File: src/rtl/blink_sequencer.sv
// rtl/blink_sequencer.sv - burst blink controller for a single status LED
// Bursts of cnt_a blinks (per_a ticks ON, per_a ticks OFF) separated by a GAP_TICKS-tick gap.
module blink_sequencer #(
  parameter int TICK_DIV  = 120_000,
  parameter int GAP_TICKS = 50
) (
  input  logic       i_clk,
  input  logic       rst,
  input  logic       cmd_valid,
  output logic       cmd_ready,
  input  logic [3:0] cmd_count,
  input  logic [7:0] cmd_period,
  output logic       led,
  output logic       busy,
  output logic       burst_done
);
  localparam int PW = $clog2(TICK_DIV);
  localparam int GW = $clog2(GAP_TICKS + 1);
  localparam int TW = (GW > 8) ? GW : 8;

  typedef enum logic [1:0] {S_IDLE, S_ON, S_OFF, S_GAP} state_t;

  state_t        state_q;
  logic [PW-1:0] pre_q;
  logic [TW-1:0] tmr_q;
  logic [3:0]    blink_q;
  logic [3:0]    cnt_a_q;
  logic [7:0]    per_a_q;
  logic [3:0]    cnt_p_q;
  logic [7:0]    per_p_q;
  logic          pend_q;
  logic          led_q;
  logic          busy_q;
  logic          done_q;

  logic          tick;
  logic          phase_end;
  logic          accept;
  logic [TW-1:0] limit;
  logic [7:0]    period_eff;
  logic [4:0]    blinks_next;

  always_comb begin
    tick        = (pre_q == PW'(TICK_DIV - 1));
    limit       = (state_q == S_GAP) ? TW'(GAP_TICKS) : TW'(per_a_q);
    phase_end   = tick && ((tmr_q + TW'(1)) == limit);
    accept      = cmd_valid && !pend_q;
    period_eff  = (cmd_period == 8'd0) ? 8'd1 : cmd_period;
    blinks_next = {1'b0, blink_q} + 5'd1;
  end

  always_ff @(posedge i_clk) begin
    if (!rst) begin
      state_q <= S_IDLE;
      pre_q   <= '0;
      tmr_q   <= '0;
      blink_q <= '0;
      cnt_a_q <= '0;
      per_a_q <= '0;
      cnt_p_q <= '0;
      per_p_q <= '0;
      pend_q  <= 1'b0;
      led_q   <= 1'b0;
      busy_q  <= 1'b0;
      done_q  <= 1'b0;
    end else begin
      done_q <= 1'b0;
      pre_q  <= tick ? '0 : pre_q + PW'(1);
      if (tick) tmr_q <= tmr_q + TW'(1);

      // Handshake and consume never coincide: accept requires pend_q low.
      if (accept) begin
        cnt_p_q <= cmd_count;
        per_p_q <= period_eff;
        pend_q  <= 1'b1;
      end

      case (state_q)
        S_IDLE: begin
          if (pend_q) begin
            pend_q <= 1'b0;
            if (cnt_p_q != 4'd0) begin
              cnt_a_q <= cnt_p_q;
              per_a_q <= per_p_q;
              blink_q <= '0;
              pre_q   <= '0;
              tmr_q   <= '0;
              state_q <= S_ON;
              led_q   <= 1'b1;
              busy_q  <= 1'b1;
            end
          end
        end
        S_ON: begin
          if (phase_end) begin
            pre_q   <= '0;
            tmr_q   <= '0;
            state_q <= S_OFF;
            led_q   <= 1'b0;
          end
        end
        S_OFF: begin
          if (phase_end) begin
            pre_q   <= '0;
            tmr_q   <= '0;
            blink_q <= blinks_next[3:0];
            if (blinks_next < {1'b0, cnt_a_q}) begin
              state_q <= S_ON;
              led_q   <= 1'b1;
            end else begin
              state_q <= S_GAP;
              done_q  <= 1'b1;
            end
          end
        end
        S_GAP: begin
          if (phase_end) begin
            pre_q   <= '0;
            tmr_q   <= '0;
            blink_q <= '0;
            if (pend_q && cnt_p_q == 4'd0) begin
              pend_q  <= 1'b0;
              state_q <= S_IDLE;
              busy_q  <= 1'b0;
            end else begin
              if (pend_q) begin
                pend_q  <= 1'b0;
                cnt_a_q <= cnt_p_q;
                per_a_q <= per_p_q;
              end
              state_q <= S_ON;
              led_q   <= 1'b1;
            end
          end
        end
        default: state_q <= S_IDLE;
      endcase
    end
  end

  assign cmd_ready  = !pend_q;
  assign led        = led_q;
  assign busy       = busy_q;
  assign burst_done = done_q;
endmodule

File: config.mk
export PLATFORM = sky130hd
export DESIGN_NAME = blink_sequencer
export DESIGN_NICKNAME = d
export VERILOG_FILES = /design/src/rtl/blink_sequencer.sv
export SDC_FILE = /design/constraint.sdc
export NUM_CORES = 1
export LEC_CHECK = 0
export ABC_CLOCK_PERIOD_IN_PS = 5900
export CAP_MARGIN = 30
export CORE_UTILIZATION = 63
export DETAILED_ROUTE_END_ITERATION = 8
export GPL_ROUTABILITY_DRIVEN = 0
export PLACE_DENSITY = 0.88
export SYNTH_ARGS = -nofsm -noshare
export SYNTH_HDL_FRONTEND = slang
export SYNTH_SLANG_ARGS = --single-unit
File: constraint.sdc
create_clock -name i_clk -period 5.9 [get_ports i_clk]
set_input_delay 0.59 -clock i_clk [delete_from_list [all_inputs] [get_ports i_clk]]
set_output_delay 0.59 -clock i_clk [all_outputs]
set_load 0.03 [all_outputs]
* Word level (Yosys, flattened, before mapping)
Cells that the tools add are included.
Storage, ports and cells: bits of input ports 15, output and inout port bits 4, logic and storage cells 101, register bits 59
Cells by class: equality and inequality tests 14, mux-type cells 54, reduce and logical (&&, ||, !) cells 17, add/sub/neg operators 3, magnitude comparators 1
Operators by type and width (number):
- 8-bit 2-to-1 mux | 11
- 17-bit 2-to-1 mux | 4
- 4-bit 2-to-1 mux | 9
- 17-bit case mux with 2 select lines | 1
- 8-bit case mux with 2 select lines | 2
- 17-bit by 1-bit adder with 17-bit output (second input constant) | 1
- 17-bit equality test (second input constant) | 1
- 2-bit != test (second input constant) | 8
- 1-bit 2-to-1 mux | 15
- 5-bit AND reduction | 3
- 2-bit 2-to-1 mux | 6
- 4-bit case mux with 3 select lines | 1
- 8-bit by 1-bit adder with 8-bit output (second input constant) | 1
- 8-bit equality test | 1
- 8-bit zero test | 1
- 2-bit case mux with 4 select lines | 1
- 4-bit case mux with 2 select lines | 1
- 7-bit AND reduction | 1
- 6-bit AND reduction | 1
- 4-bit by 1-bit adder with 5-bit output (second input constant) | 1
- 5-bit by 4-bit < comparator with 1-bit output | 1
- 2-bit equality test (second input constant) | 2
- 4-bit zero test | 1
- 1-bit case mux with 2 select lines | 2
- other kinds (11) | 13

* Longest topological paths before layout
depth after elaboration 7, depth in mapped cells 10, gate-level depth less buffers 10

* Worst setup path before layout
No wires, ideal clock.
path type reg-to-reg, start register state_q[0], end register busy_q (netlist: busy), cell stages (with the launch flop) 11, library setup time 115 ps, path slack 3679 ps, data required time 5785 ps, buffers on the path 2, period minus slack after synthesis 2221 ps, arrival time 2106 ps, path through dfxtp_1 ha_1 buf_2 nor2b_1 xnor2_1 xnor2_1 nor4_4 nand4_2 buf_6 o31a_1 o21a_1
On the way: longest elaborated chain between the ends 6, elaborated cells between the ends (all ways) 12, classes of those cells eq/ne (6); mux (2); reduce/logical (4)
RTL lines:
- start, declared | RTL line 23 | state_t state_q;
- start signal, assigned | RTL line 54 | state_q <= S_IDLE;
- start signal, assigned | RTL line 88 | state_q <= S_ON;
- start signal, assigned | RTL line 98 | state_q <= S_OFF;
- 2-bit equality test | RTL line 45, 78
- 8-bit 2-to-1 mux | RTL line 45 | limit = (state_q == S_GAP) ? TW'(GAP_TICKS) : TW'(per_a_q);
- 8-bit equality test | RTL line 46 | phase_end = tick && ((tmr_q + TW'(1)) == limit);
- 1-bit logical AND | RTL line 46
- 2-bit != test (no source line)
- 5-bit AND reduction (no source line)
- end signal, assigned | RTL line 64 | busy_q <= 1'b0;
- end signal, assigned | RTL line 90 | busy_q <= 1'b1;
- end signal, assigned | RTL line 124 | busy_q <= 1'b0;
- end, declared | RTL line 33 | logic busy_q;
Parallel ways exist; a longest one is shown, timed or not. A chain may end at the register's enable or synchronous reset.

* Worst setup path after layout
start register state_q[0], end register state_q[0]
On the way: longest elaborated chain between the ends 6, elaborated cells between the ends (all ways) 14, classes of those cells eq/ne (9); mux (2); reduce/logical (3)
RTL lines (RTL line):
- 2-bit equality test | 45, 78
- 8-bit 2-to-1 mux | 45
- 8-bit equality test | 46
- 1-bit logical AND | 46
- 2-bit != test (no source line)
- 5-bit AND reduction (no source line)
Parallel ways exist; a longest one is shown, timed or not.

==> impl_metrics.tcl <==
set metrics [dict create \
    leakagePower_nw 1.27 \
    io_buffers 18 \
    insertion_delay_ns 0.34 \
    holdPathStages 2 \
    cts_tree "built" \
    start_kind "flip-flop" \
    antenna_found_initial 0 \
    synth_edf_count 0 \
    cp-end-kind "flip-flop" \
    p_per_area_nw_per_um2 303 \
    hp-start "per_p_q[6]" \
    cts.sinks 59 \
    grt_pass1_vias 2339 \
    setup_violations 0 \
    ys_warn_count 0 \
    yosys-top-cells-area "dfxtp_1, nand2_1, xnor2_1" \
    ant_nets 0 \
    ys_seq_elements 59 \
    ioPinCount 19 \
    ir_drop_mv 0.226 \
    numCtsBuffers 9 \
    fin_crit_sh_pct 51.5 \
    dieArea_um2 5100 \
    clk_pin_slew_ns 0.07 \
    max_freq_mhz 329 \
    cp_max_fo 20 \
    n_fill_cell 315 \
    hold_buffers 0 \
    post_drt_wl_per_cell_um 14.1 \
    cp.arrival_ns 3.27 \
    synth.avg_cell_area_um2 8.55 \
    cp.required_ns 6.13 \
    seq_area_frac_synth_pct 38.9 \
    holdWs_ns 0.461 \
    cts-resized-gates 0 \
    drc_errors 0 \
    place_hpwl_um 4080 \
    maxCapViolCount 0 \
    synth_top_area_cell "dfxtp_1" \
    worst_pin_slew_ns 0.845 \
    die_x_um 71.4 \
    synthMostInstantiatedCell "nand2_1" \
    timing_hold_violations_final 0 \
    synthFlopType "dfxtp_1" \
    status "completed" \
    coreArea_um2 4500 \
    r2r_cells 8 \
    ff2ff_setup_slack_ns 2.86 \
    finClkSkew_ns 0.00460 \
    cts_buffer_depth 2 \
    wl_um 6020 \
    synthToLayoutAreaGrowth_pct 12.5 \
    syn-num-nets 381 \
    post_route_cells_drive_above_1_share_pct 6.42 \
    async_flop_share_pct 0 \
    chipHeight_um 71.4 \
    fin_nets 395 \
    num_rows 24 \
    initial_core_util_pct 67.4 \
    fin_setup_tns_ns 0 \
    grt_pass1_wl_um 10400 \
    hold_path_end "per_a_q[6]" \
    post-route-min-period_ns 3.04 \
    dr.pass1.iters 4 \
    grt_usage_pct 26.3 \
    first_iter_violations 215 \
    grt_max_degree 47 \
    maxSlewHeadroom_pct 43.5 \
    rr_startpoint "state_q[0]" \
    synth_top_area_share_pct 38.9 \
    netlist-cell-type-count 50 \
    rsz0062_at_grt "no" \
    vias 2465 \
    syn_area_um2 3030 \
    synth_common_cells "nand2_1, dfxtp_1, nor2_1, xnor2_1" \
    report.final.slew_viol_count 0 \
    hold_path_class "reg -> reg" \
    critical_path_class "reg -> reg" \
    viasPerCell 5.79 \
    r2r_end "state_q[0]" \
    root_buffer "clkbuf_8" \
    overflow 0 \
    htreeDepth 3 \
    diodes 0 \
    synth_cells 355 \
    postCtsSetupRepairBufs 0 \
]
[stage by stage]
stage | worst slack (ns) | instance area [µm²] | power, mW | instances | util, %
finish | 2.86 | 3410 | 1.03 | 426 | 75.8
global route | 2.63 | 3410 | 1.08 | 426 | 75.8
CTS | 2.90 | 3410 | 1.04 | 426 | 75.8
detailed placement | 2.92 | 3220 | 0.675 | 410 | 71.4
global placement | 3.07 | 3220 | 0.668 | 410 | 71.4
floorplan | 3.68 | 3030 | 0.614 | 355 | -
[logic make-up (layout without fill, tap and decap cells)]
logic type	after synthesis	in the layout	share of synthesized area, %
DFF	59	59	38.9
buffers and inverters	28	47	3.79
AOI/OAI and AO/OA	54	54	13.9
adders and majority gates	11	11	4.54
and+or+nand+nor	158	158	25.4
muxes	12	12	3.96
xor gates and xnor gates	33	33	9.53
[critical path: stages, from the launching register on]
cell	delay (ns)
dfxtp_1	0.42
ha_1	0.62
nor2b_1	0.13
xnor2_1	0.23
xnor2_1	0.14
nor4_4	0.32
nand4_2	0.40
a221o_1	0.42
a32o_1	0.25
[where the power goes]
part           leakage (nW)  internal, mW  switching (mW)
Sequential            0.479         0.427          0.0242
Clock                0.0926         0.206           0.158
Combinational         0.696        0.0897           0.128
Total                  1.27         0.723           0.310
[metal layers]
metal / wire (µm) / global-route usage (%)
met2: 2840 / 42.8
met3: 287 / 8.58
met5: 0 / 0
met4: 97 / 8.89
met1: 2800 / 32.9
[placed cells by master (no fill, tap or decap), drive strengths merged, types with 5 or more instances in the layout]
cell,netlist,layout
nand2,63,63
dfxtp,59,59
nor2,35,35
xnor2,20,20
clkdlybuf4s50,0,18
xor2,13,13
a21boi,13,13
inv,12,12
mux2i,12,12
clkbuf,14,12
nand3,11,11
ha,11,11
nor3,8,8
and3,8,8
a31oi,6,6
a21oi,6,6
nor2b,5,5
o22ai,5,5
nand4,5,5
o21ai,5,5
[registers in the layout (all words and copies together) (netlist names), 2 cells and up]
name,flops
blink_q,4
per_p_q,8
pre_q,17
cnt_a_q,4
cnt_p_q,4
per_a_q,8
state_q,2
tmr_q,8
[worst max-delay path by stage]
stage	cells past startpoint	end	slack (ns)	startpoint
after floorplan	10	busy	3.68	state_q[0]
after global routing	8	state_q[0]	2.63	state_q[0]
after global placement	8	state_q[0]	3.07	state_q[0]
final	8	state_q[0]	2.86	state_q[0]
after CTS	8	state_q[0]	2.90	state_q[0]
after detailed placement	8	state_q[0]	2.92	state_q[0]
[cell type report]
type / instances / area (µm²) / share of cell area, %
timing repair buffer: 19 / 188 / 5.50
clock inverter: 4 / 50.0 / 1.47
inverter: 12 / 45.0 / 1.32
tap: 52 / 65.1 / 1.91
clock buffer: 12 / 145 / 4.25
multi-input combinational: 268 / 1740 / 50.9
sequential: 59 / 1180 / 34.6
Power figures use the tool's default switching activity.
